`config.mk`:
```
export PLATFORM = sky130hd
export DESIGN_NAME = mux_scan_reg
export DESIGN_NICKNAME = d
export VERILOG_FILES = /design/src/rtl/mux_scan_pkg.sv /design/src/rtl/mux_scan_ptr.sv /design/src/rtl/mux_scan_reg.sv
export SDC_FILE = /design/constraint.sdc
export NUM_CORES = 1
export LEC_CHECK = 0
export ABC_AREA = 1
export CAP_MARGIN = 20
export CORE_UTILIZATION = 49
export CTS_CLUSTER_SIZE = 10
export DETAILED_ROUTE_END_ITERATION = 8
export PLACE_DENSITY = 0.81
export SYNTH_ARGS = -nofsm -noshare
export SYNTH_HDL_FRONTEND = slang
export SYNTH_HIERARCHICAL = 1
export SYNTH_SLANG_ARGS = --single-unit
```
`constraint.sdc`:
```
create_clock -name clk -period 2.67 [get_ports clk]
set_input_delay 0.534 -clock clk [delete_from_list [all_inputs] [get_ports clk]]
set_output_delay 0.534 -clock clk [all_outputs]
set_load 0.02 [all_outputs]
```
`src/rtl/mux_scan_pkg.sv`:
```
// Shared constants and the masked round-robin search for the mux_scan_reg block.
package mux_scan_pkg;

   localparam logic MODE_MANUAL = 1'b0;
   localparam logic MODE_SCAN   = 1'b1;
   localparam int   MAX_CH      = 32;

   // First enabled channel strictly after ptr (wrapping); ptr itself when no other is enabled.
   function automatic int next_ch(input int ptr, input logic [MAX_CH-1:0] mask, input int n);
      int res;
      res = ptr;
      for (int k = MAX_CH - 1; k >= 1; k--) begin
         if (k < n && mask[(ptr + k) % n]) res = (ptr + k) % n;
      end
      return res;
   endfunction

endpackage

```
`src/rtl/mux_scan_ptr.sv`:
```
// Scan pointer and dwell counter: emits a sample strobe plus the channel to sample.
module mux_scan_ptr
   import mux_scan_pkg::*;
#(
   parameter int N_CH  = 4,
   parameter int DWELL = 3,
   parameter int SEL_W = $clog2(N_CH)
) (
   input  logic              clk,
   input  logic              rst,
   input  logic              mode,
   input  logic              reg_free,
   input  logic [N_CH-1:0]   ch_mask,
   output logic              strobe,
   output logic [SEL_W-1:0]  samp_ch
);

   localparam int CNT_W = (DWELL > 1) ? $clog2(DWELL) : 1;

   logic [SEL_W-1:0] ptr_reg, ptr_next;
   logic [CNT_W-1:0] cnt_reg, cnt_next;
   logic             mode_reg;
   logic             mode_change;
   logic             dwell_done;
   logic             any_en;

   assign mode_change = (mode != mode_reg);
   assign dwell_done  = (cnt_reg == CNT_W'(DWELL - 1));
   assign any_en      = |ch_mask;

   // A masked pointer position resolves to the next enabled channel at sample time.
   assign samp_ch = ch_mask[ptr_reg] ? ptr_reg
                  : SEL_W'(next_ch(int'(ptr_reg), MAX_CH'(ch_mask), N_CH));

   assign strobe = (mode == MODE_SCAN) && !mode_change && dwell_done && reg_free && any_en;

   always_comb begin
      ptr_next = ptr_reg;
      cnt_next = cnt_reg;
      if (mode != MODE_SCAN || mode_change) begin
         ptr_next = '0;
         cnt_next = '0;
      end else if (strobe) begin
         ptr_next = SEL_W'(next_ch(int'(samp_ch), MAX_CH'(ch_mask), N_CH));
         cnt_next = '0;
      end else if (!dwell_done) begin
         cnt_next = cnt_reg + CNT_W'(1);
      end
      // dwell_done without a strobe: freeze until the output frees up
   end

   always_ff @(posedge clk) begin
      // mode_reg tracks mode through reset so leaving reset is not seen as a switch
      mode_reg <= mode;
      if (rst) begin
         ptr_reg <= '0;
         cnt_reg <= '0;
      end else begin
         ptr_reg <= ptr_next;
         cnt_reg <= cnt_next;
      end
   end

endmodule

```
`src/rtl/mux_scan_reg.sv`:
```
// N-channel registered mux with manual select and dwell-timed auto-scan.
// Optional channel mask enabled by defining MUX_SCAN_MASK_EN.
module mux_scan_reg
   import mux_scan_pkg::*;
#(
   parameter int N_CH  = 4,
   parameter int W     = 8,
   parameter int DWELL = 3,
   parameter int SEL_W = $clog2(N_CH)
) (
   input  logic              clk,
   input  logic              rst,
   input  logic              mode,
   input  logic [SEL_W-1:0]  sel,
   input  logic [N_CH*W-1:0] in_data,
`ifdef MUX_SCAN_MASK_EN
   input  logic [N_CH-1:0]   ch_mask,
`endif
   input  logic              out_ready,
   output logic              out_valid,
   output logic [W-1:0]      out_data,
   output logic [SEL_W-1:0]  out_ch
);

   logic [W-1:0]     ch_data [N_CH];
   logic [N_CH-1:0]  mask_v;
   logic             reg_free;
   logic             strobe;
   logic [SEL_W-1:0] samp_ch;
   logic             sel_ok;

   logic             valid_reg, valid_next;
   logic [W-1:0]     data_reg, data_next;
   logic [SEL_W-1:0] ch_reg, ch_next;

`ifdef MUX_SCAN_MASK_EN
   assign mask_v = ch_mask;
`else
   assign mask_v = '1;
`endif

   genvar gi;
   generate
      for (gi = 0; gi < N_CH; gi++) begin : g_unpack
         assign ch_data[gi] = in_data[gi*W +: W];
      end
   endgenerate

   assign reg_free = !valid_reg || out_ready;
   assign sel_ok   = (int'(sel) < N_CH) && mask_v[sel];

   mux_scan_ptr #(
      .N_CH  (N_CH),
      .DWELL (DWELL),
      .SEL_W (SEL_W)
   ) u_ptr (
      .clk      (clk),
      .rst      (rst),
      .mode     (mode),
      .reg_free (reg_free),
      .ch_mask  (mask_v),
      .strobe   (strobe),
      .samp_ch  (samp_ch)
   );

   always_comb begin
      valid_next = valid_reg;
      data_next  = data_reg;
      ch_next    = ch_reg;
      if (reg_free) begin
         valid_next = 1'b0;
         if (mode == MODE_MANUAL) begin
            valid_next = 1'b1;
            data_next  = sel_ok ? ch_data[sel] : '0;
            ch_next    = sel;
         end else if (strobe) begin
            valid_next = 1'b1;
            data_next  = ch_data[samp_ch];
            ch_next    = samp_ch;
         end
      end
   end

   always_ff @(posedge clk) begin
      if (rst) begin
         valid_reg <= 1'b0;
         data_reg  <= '0;
         ch_reg    <= '0;
      end else begin
         valid_reg <= valid_next;
         data_reg  <= data_next;
         ch_reg    <= ch_next;
      end
   end

   assign out_valid = valid_reg;
   assign out_data  = data_reg;
   assign out_ch    = ch_reg;

endmodule

```
==> metrics.md <==
| Metric | Value |
|---|---|
| FF-to-FF setup slack | 0.36 ns |
| Synth Warn # | 6 |
| Final Hold Vio Count | 0 |
| Max Cap Violations | 0 |
| TritonCTS Buffers | 3 |
| Gr usage total | 0.2550 |
| CP Launch Point | u_ptr/ptr_reg[0] |
| CTS tree | done |
| Clk Latency, worst-skew pair | 0.29 ns |
| Final wirelength | 4.797 mm |
| Sum Neg Setup Slack | 0 ns |
| Die Footprint | 3826 µm² |
| CP endpoint kind | register |
| Nets | 414 |
| Minimum clock period | 2.309 ns |
| Post-CTS setup buffer count | 0 |
| Max FFs per register | 8 |
| CP required | 2.86 ns |
| Largest net degree at the start of global routing | 29 |
| Setup-failing EPs final | 0 |
| 1st-pass router iterations | 4 |
| Worst clock skew | 0.004268 ns |
| Initial Utilization | 0.5179 |
| Register area share after synthesis | 0.1825 |
| Tot Pwr | 0.7463 mW |
| Vias in the first global route | 1814 |
| Die W | 61.86 µm |
| Worst-path fanout max | 28 |
| Most frequent cells in the layout | nand2_1, nand3_1, clkdlybuf4s50_1, inv_1, nor2_1 |
| Post-route DRC violation count | 0 |
| Area of the multi-input gates | 1242 µm² |
| P&R area growth vs syn | 31.43% |
| R2r worst-path depth | 19 |
| Critical path data arrival time | 2.50 ns |
| Chip height | 61.86 µm |
| Pleak | 1.234 nW |
| Syn avg cell area | 5.486 µm² |
| First-pass GRT wire length | 7.445 mm |
| Hold buffers post-CTS | 0 |
| Via count | 2128 |
| Post-CTS resize count | 0 |
| Core Box Area | 3390 µm² |
| Final worst-path cycle share | 0.8649 |
| Worst r2r src | u_ptr/ptr_reg[0] |
| Result of the run | finished clean |
| Antenna violations before repair | 0 |
| Clk slew on worst S/H paths | 0.09 ns |
| Hold Crit Class | register to register |
| Pwr/cell area | 323.5 nW/µm² |
| Number of clock sinks | 16 |
| N_diodes | 0 |
| Final GP Congestion | 0.8470 |
| CP Class | register to register |
| Wire per inst | 11.42 µm |
| # rows | 21 |
| Startpoint types | register |
| Synth area leaders | nand2_1, nand3_1, dfxtp_1 |
| Max Fclk | 433.1 MHz |
| Cell count after synthesis | 320 |
| R2r endpoint | u_ptr/ptr_reg[1] |
| Proportion of netlist area held by the largest area contributor | 0.2951 |
| Grt total ovfl | 0 |
| Most common cell after layout, fill and taps aside | nand2_1 |
| Buffers on Ports | 48 |
| Cell taking the most area after synthesis | nand2_1 |
| Remaining antenna violation count after routing | 0 |
| Detailed Route Iter0 Violations | 113 |
| Synthesis-stage register bit count | 16 |
| Via density | 5.067 |
| Clock Tree Root | clkbuf_4 |
| HPWL after detailed placement | 3.729 mm |
| Setup crit end | u_ptr/ptr_reg[1] |
| H-tree Lvls | 1 |
| Fill cells | 330 |
| RSZ-0062 raised after global routing | no |
| Share of layout cells above drive strength 1 | 0.09626 |
| Count of pins over their slew limit | 0 |
| FF/Latch Area | 320.3 µm² |
| Ports placed on the boundary | 49 |
| Mapped Area | 1755 µm² |
| Number of distinct library cells after synthesis | 26 |
| Max rail drop VDD | 0.0004224 V |
| CTS Buffer Depth | 2 |
-- synthesized netlist by cell type --
cell type	count
nand2_1	138
nand3_1	66
inv_1	24
nor2_1	21
dfxtp_1	16
nand3_2	9
inv_2	6
a21oi_1	5
buf_4	5
nand2_4	4
buf_2	3
buf_6	3
nand2_2	3
clkbuf_1	2
inv_4	2
nand4_1	2
o21ai_0	2
clkinv_1	1
conb_1	1
ha_1	1
inv_8	1
nand3_4	1
o21ai_1	1
o21ai_2	1
o21ai_4	1
xor2_1	1
-- kinds of logic (layout without fill, tap and decap cells) --
group                    Yosys count  after routing  share of synthesized area
AND/OR/NAND/NOR                  244            244                     0.6329
buffers and inverters             47             90                     0.1333
flip-flops                        16             16                     0.1825
AO/OA/AOI/OAI                     10             10                    0.03706
adder cells (fa/ha/maj)            1              1                   0.007126
other                              1             12                   0.002136
XOR/XNOR                           1              1                   0.004990
-- layout make-up --
cell class	count	area share
Sequential cell	16	0.1388
Tap cell	46	0.02495
Multi-Input combinational cell	268	0.5385
Inverter	34	0.06074
Clock buffer	4	0.01573
Timing Repair Buffer	52	0.2213
-- worst min-delay path by stage --
stage                     cells after the start             start               end  slack (ns)
after floorplan                               2  u_ptr/cnt_reg[1]  u_ptr/cnt_reg[1]        0.47
final                                         2         out_ch[0]         out_ch[0]        0.48
after global routing                          2         out_ch[1]         out_ch[1]        0.52
after detailed placement                      2         out_ch[0]         out_ch[0]        0.46
after CTS                                     2         out_ch[0]         out_ch[0]        0.48
after global placement                        2         out_ch[1]         out_ch[1]        0.46
-- metrics by stage --
| stage | cell area [µm²] | util | cells | setup slack (ns) | hold WS [ns] |
|---|---|---|---|---|---|
| 4_1_cts | 2307 | 0.6807 | 420 | 0.3787 | 0.4828 |
| 6_report | 2307 | 0.6807 | 420 | 0.3608 | 0.4834 |
| 3_5_place_dp | 2271 | 0.6700 | 416 | 0.3946 | 0.4615 |
| 5_1_grt | 2307 | 0.6807 | 420 | 0.1081 | 0.5176 |
| 3_3_place_gp | 2271 | 0.6700 | 416 | 0.4621 | 0.4632 |
| 2_1_floorplan | 1797 | - | 331 | 0.7025 | 0.4735 |
-- report_power, final --
part	internal [mW]	switching, mW	leakage, nW
sequential	0.254	0.00819	0.132
clock	0.0830	0.0756	0.0210
combinational	0.144	0.181	1.08
-- metal layers --
| metal | part of all wire | vias up | track usage | wire (µm) |
|---|---|---|---|---|
| met2 | 0.51 | 66 | 0.4962 | 2464 |
| met4 | 0.0058 | 0 | 0.05079 | 28 |
| met5 | 0 | - | 0 | 0 |
| met3 | 0.053 | 4 | 0.03727 | 255 |
| li1 | - | 1107 | - | - |
| met1 | 0.43 | 951 | 0.2927 | 2048 |
-- critical path, cell delays in order (launching register included) --
cell,delay (ns)
dfxtp_1,0.62
inv_8,0.07
nand2_1,0.07
nand2_1,0.07
nand2_1,0.08
nand2_1,0.07
nand2_2,0.08
nand2_4,0.06
nand2_4,0.06
nand2_4,0.08
nand2_4,0.27
nand2_1,0.10
nand2_1,0.11
nand2_1,0.06
nand2_1,0.06
nand2_1,0.05
o21ai_1,0.08
nand2_1,0.07
nand3_1,0.08
nand2_1,0.05
Power figures use the tool's default switching activity.
